<file path="src/rtl/gb_cpu_fetch.sv">
// gb_cpu_fetch: opcode fetch front end for the Game Boy CPU core.
// Fetches one byte per opcode (two for 0xCB-prefixed ones), presents the
// opcode/cb_prefix pair through a valid/ready handshake and owns the PC.
module gb_cpu_fetch #(
  parameter logic [15:0] PC_RESET = 16'h0000
) (
  input  logic        clk,
  input  logic        reset,
  output logic [15:0] mem_addr,
  output logic        mem_rd,
  input  logic [7:0]  mem_rdata,
  output logic [7:0]  opcode,
  output logic        cb_prefix,
  output logic        op_valid,
  input  logic        op_ready,
  output logic [15:0] pc,
  input  logic        pc_adv,
  input  logic        redirect,
  input  logic [15:0] redirect_pc
);

  typedef enum logic [2:0] {
    S_FETCH,
    S_WAIT,
    S_CB_FETCH,
    S_CB_WAIT,
    S_HOLD
  } state_t;

  state_t      state_q, state_d;
  logic [15:0] pc_q, pc_d;
  logic [7:0]  opcode_q, opcode_d;
  logic        cb_q, cb_d;

  // State, PC and opcode registers with synchronous reset
  always_ff @(posedge clk) begin
    if (reset) begin
      state_q  <= S_FETCH;
      pc_q     <= PC_RESET;
      opcode_q <= 8'h00;
      cb_q     <= 1'b0;
    end else begin
      state_q  <= state_d;
      pc_q     <= pc_d;
      opcode_q <= opcode_d;
      cb_q     <= cb_d;
    end
  end

  // Next-state logic; redirect overrides everything, including an accept
  always_comb begin
    state_d  = state_q;
    pc_d     = pc_q;
    opcode_d = opcode_q;
    cb_d     = cb_q;
    case (state_q)
      S_FETCH: state_d = S_WAIT;
      S_WAIT: begin
        pc_d = pc_q + 16'd1;
        if (mem_rdata == 8'hCB) begin
          state_d = S_CB_FETCH;
        end else begin
          opcode_d = mem_rdata;
          cb_d     = 1'b0;
          state_d  = S_HOLD;
        end
      end
      S_CB_FETCH: state_d = S_CB_WAIT;
      S_CB_WAIT: begin
        // A second 0xCB is just an ordinary CB-table opcode; no chaining.
        pc_d     = pc_q + 16'd1;
        opcode_d = mem_rdata;
        cb_d     = 1'b1;
        state_d  = S_HOLD;
      end
      S_HOLD: begin
        if (pc_adv) pc_d = pc_q + 16'd1;
        if (op_ready) state_d = S_FETCH;
      end
      default: state_d = S_FETCH;
    endcase
    if (redirect) begin
      // Drop any in-flight byte: keep the previously presented opcode.
      pc_d     = redirect_pc;
      state_d  = S_FETCH;
      opcode_d = opcode_q;
      cb_d     = cb_q;
    end
  end

  // Outputs are decoded from state or taken straight from registers
  always_comb begin
    mem_rd    = (state_q == S_FETCH) || (state_q == S_CB_FETCH);
    mem_addr  = pc_q;
    op_valid  = (state_q == S_HOLD);
    opcode    = opcode_q;
    cb_prefix = cb_q;
    pc        = pc_q;
  end

endmodule

</file>
<file path="config.mk">
export PLATFORM = sky130hd
export DESIGN_NAME = gb_cpu_fetch
export DESIGN_NICKNAME = d
export VERILOG_FILES = /design/src/rtl/gb_cpu_fetch.sv
export SDC_FILE = /design/constraint.sdc
export NUM_CORES = 1
export LEC_CHECK = 0
export BUFFER_PORTS_ARGS = -buffer_cell sky130_fd_sc_hd__buf_2
export CORE_MARGIN = 10
export CORE_UTILIZATION = 46
export DETAILED_ROUTE_END_ITERATION = 16
export GPL_TIMING_DRIVEN = 0
export PLACE_DENSITY = 0.82
export SLEW_MARGIN = 10
export SYNTH_ARGS = -nofsm -noshare
export SYNTH_HDL_FRONTEND = slang
export SYNTH_SLANG_ARGS = --single-unit
export TNS_END_PERCENT = 20
</file>
<file path="constraint.sdc">
create_clock -name clk -period 2.2 [get_ports clk]
set_input_delay 0.33 -clock clk [delete_from_list [all_inputs] [get_ports clk]]
set_output_delay 0.33 -clock clk [all_outputs]
set_load 0.1 [all_outputs]
</file>
==> tab_implementation.tex <==
\begin{tabular}{lr}
\hline
Metric & Value \\
\hline
\multicolumn{2}{l}{\textbf{Outcome}} \\
Run status & finished clean \\
\multicolumn{2}{l}{\textbf{Floorplanning}} \\
Die Span Y & 77.80 microns \\
Number of I/O pins & just over 70 \\
Die outline area & 6052 sq um \\
Core box area & $\sim$3100 sq um \\
Initial Util & 0.4912 \\
Number of placement rows & 20 \\
Horiz. Die Dim & approximately 78 microns \\
\multicolumn{2}{l}{\textbf{Drt}} \\
DRC violation total after the first TritonRoute iteration & 69 \\
Total routed wirelength & 4251 microns \\
DRC violations left & 0 \\
Pre-Repair DR Iteration Count & 4 \\
Routed via count divided by cell count & approximately 5.2 \\
Detail-routed net length per standard cell & between 10 and 15 microns \\
Vias post-DR & approximately 1600 \\
Number of routed nets with antenna violations & 0 \\
\multicolumn{2}{l}{\textbf{Logic synthesis}} \\
Seq/Total Area, Yosys & 0.3648 \\
Average cell area after synthesis & 8.261 sq um \\
Net count after synthesis & around 220 \\
Cell count after synthesis & 186 \\
Cell variety after synth & 34 \\
Total number of yosys warnings & 0 \\
Flops \& latches, synth & 28 \\
Synth Cell Area & around 1500 sq um \\
\multicolumn{2}{l}{\textbf{Timing}} \\
Final hold violation count & 0 \\
Final clock period utilization by the worst path & 0.9036 \\
Tightest hold margin & around 0.23 ns \\
Final setup violation count & 0 \\
Max-slew violation count & 0 \\
Relative max-transition margin & 0.5884 \\
Unrepaired setup endpoints after global routing & false \\
Fmax & 503.1 MHz \\
Total Neg Setup Slack & 0 ns \\
Actual transition at the worst max-transition pin & approximately 0.6 ns \\
Tmin final & just under 2 ns \\
Clock tree skew after final layout & around 0.0060 ns \\
Worst Setup Slack, final & approximately 0.21 ns \\
\multicolumn{2}{l}{\textbf{Critical path}} \\
Reg-to-reg slack, setup & between 0.2 and 0.25 ns \\
Setup CP Type & flip-flop to flip-flop \\
Cell type of the slowest stage on the worst timing path & sky130\_fd\_sc\_hd\_\_a2111o\_1 \\
Data arrival time of the critical path & approximately 2.2 ns \\
Cell-by-cell listing of the critical path & nand4\_1, a2111o\_1, or3\_1, a311oi\_1 \\
Path depth of the worst reg2reg path & 4 \\
Critical path's largest stage delay & 0.53 ns \\
Reg-to-Reg End & mem\_addr[15] \\
Crit path launch & mem\_addr[3] \\
Sort of element at the start of the critical path & flip-flop \\
Origin of the critical flop-to-flop path & mem\_addr[3] \\
Required arrival time at the worst endpoint & between 2 and 2.5 ns \\
Maximum fanout along the worst path & 7 \\
Category of the worst setup path capture point & flip-flop \\
\multicolumn{2}{l}{\textbf{Cells and area}} \\
Antenna diodes & 0 \\
Most frequent standard cell in the layout excluding fill and tap cells & sky130\_fd\_sc\_hd\_\_buf\_2 \\
Final-stage net count & 291 \\
Commonest cells after routing, fill and taps aside & 70 x sky130\_fd\_sc\_hd\_\_buf\_2, 28 x sky130\_fd\_sc\_hd\_\_dfxtp\_1, 16 x sky130\_fd\_sc\_hd\_\_buf\_4 \\
Proportion of layout cells with a drive suffix above 1 & 0.3654 \\
Area added between synthesis and finish & 30.13\% \\
Filler cells & 292 \\
\multicolumn{2}{l}{\textbf{Flow run}} \\
Number of max-capacitance violations reported & 0 \\
\multicolumn{2}{l}{\textbf{Power}} \\
Total power & roughly 1.4 mW \\
Peak ir drop on the vdd network & a little over 0.3 mV \\
Power per cell area & just over 700 nW/um\^{}2 \\
Static leakage & around 0.86 nW \\
\multicolumn{2}{l}{\textbf{Min path}} \\
Hold Path Origin & mem\_rdata[2] \\
Endpoint with the worst hold slack & opcode[2] \\
Hold Crit Class & input port to flip-flop \\
Cells on Worst Hold Path & 3 \\
\multicolumn{2}{l}{\textbf{Global routing}} \\
First-pass GRT wire length & between 7000 and 8000 microns \\
Maximum number of pins on one net before global-route repair & 17 \\
Number of global-route vias before repair & 1622 \\
Busiest layer in global routing & met2 \\
Met3 Use GR & 0.04608 \\
Remaining global-route overflow & 0 \\
Global-route total usage across every layer & 0.1397 \\
Initial antenna violation count & 0 \\
Global routing met2 resource utilization & 0.2363 \\
Met1 track demand over resource in global routing & 0.1628 \\
\multicolumn{2}{l}{\textbf{Clocking}} \\
Total CTS buffers & 3 \\
Total number of H-tree levels & 1 \\
Post-CTS setup buffers & 0 \\
Reg clk slew, reported paths & 0.16 ns \\
Count of cells resized by post-cts repair & 0 \\
Count of hold-fix buffers inserted at cts & 0 \\
Clock latency of the later-clocked register in the worst-skew pair & between 0.3 and 0.4 ns \\
Count of clock tree sinks & 28 \\
Root Buffer & sky130\_fd\_sc\_hd\_\_clkbuf\_4 \\
CTS tree & built \\
Max Buffers Root-to-Sink & 2 \\
\multicolumn{2}{l}{\textbf{Placed design}} \\
Half-perimeter wire length after detailed placement & around 3400 microns \\
Count of input and output buffers & 70 \\
GPL Wtd Cong & between 0.8 and 0.9 \\
Setup slack at placement & $\sim$0.15 ns \\
\hline
\end{tabular}
-- stage by stage --
step / instances / utilization / area, sq um
2_1_floorplan: 186 / - / 1541
3_3_place_gp: 300 / 0.6224 / 1947
3_5_place_dp: 300 / 0.6224 / 1947
4_1_cts: 304 / 0.6392 / 1999
5_1_grt: 304 / 0.6392 / 1999
6_report: 304 / 0.6392 / 1999
-- worst max-delay path by stage --
stage	cells past startpoint	endpoint	slack, ns
CTS	4	mem_addr[15]	0.21
finish	4	mem_addr[15]	0.21
floorplan	4	mem_addr[15]	-0.42
detailed placement	6	opcode[6]	0.15
global placement	6	opcode[3]	0.17
global route	4	mem_addr[15]	0.04
-- cell type report --
class / count / area, sq um / area share
timing repair buffer: 70 / 350.3 / 0.1752
buffer: 28 / 172.7 / 0.08636
tap: 44 / 55.05 / 0.02753
inverter: 5 / 18.77 / 0.009387
clock inverter: 1 / 30.03 / 0.01502
sequential: 28 / 560.5 / 0.2804
multi-input combinational: 125 / 789.5 / 0.3949
clock buffer: 3 / 22.52 / 0.01126
-- synth_stat cells, drive strengths merged --
cell type | number | area share
a2111o | 1 | 0.0073
a2111oi | 4 | 0.027
a211oi | 14 | 0.068
a21oi | 14 | 0.046
a2bb2oi | 1 | 0.0057
a311o | 1 | 0.0065
a311oi | 3 | 0.017
a31oi | 1 | 0.0041
and3 | 3 | 0.012
and4 | 1 | 0.0057
buf | 17 | 0.086
clkbuf | 11 | 0.027
dfxtp | 28 | 0.36
ha | 1 | 0.0081
inv | 5 | 0.012
mux2i | 2 | 0.013
nand2 | 15 | 0.037
nand2b | 1 | 0.0041
nand3 | 7 | 0.023
nand4 | 4 | 0.016
nand4bb | 1 | 0.018
nor2 | 15 | 0.037
nor2b | 2 | 0.0081
nor3 | 2 | 0.0065
nor3b | 1 | 0.0049
nor4 | 2 | 0.0081
nor4b | 1 | 0.0057
o211ai | 1 | 0.0049
o21ai | 13 | 0.042
or3 | 3 | 0.012
or3b | 1 | 0.0057
xnor2 | 10 | 0.057
-- worst max-delay path: cells and delay by family, from the launching register on --
family | cells | cell delay (ns)
AOI/OAI and AO/OA | 2 | 0.77
and+or+nand+nor | 2 | 0.67
DFF | 1 | 0.47
-- flip-flops by register name, summed over array words and instances (netlist names) --
name       flops
opcode         8
state_q        3
cb_prefix      1
mem_addr      16
-- routing by layer --
metal	part of all wire	routed length, microns	up-vias
met4	0.0085	36	0
li1	-	-	806
met2	0.48	2055	44
met5	0	0	-
met3	0.084	355	2
met1	0.42	1805	728
-- where the power goes --
group          switching [mW]  internal (mW)
clock network           0.154          0.184
registers              0.0341          0.534
logic                   0.432          0.111
-- cell families (layout without fill, tap and decap cells) --
logic type | count (synthesis) | in the layout | share of synthesized area
AO/OA/AOI/OAI | 53 | 53 | 0.2288
adder cells (fa/ha/maj) | 1 | 1 | 0.008142
flip-flops | 28 | 28 | 0.3648
buffers and inverters | 33 | 107 | 0.1246
XOR/XNOR | 10 | 10 | 0.05700
AND/OR/NAND/NOR | 59 | 59 | 0.2036
multiplexers | 2 | 2 | 0.01303
Power figures use the tool's default switching activity.
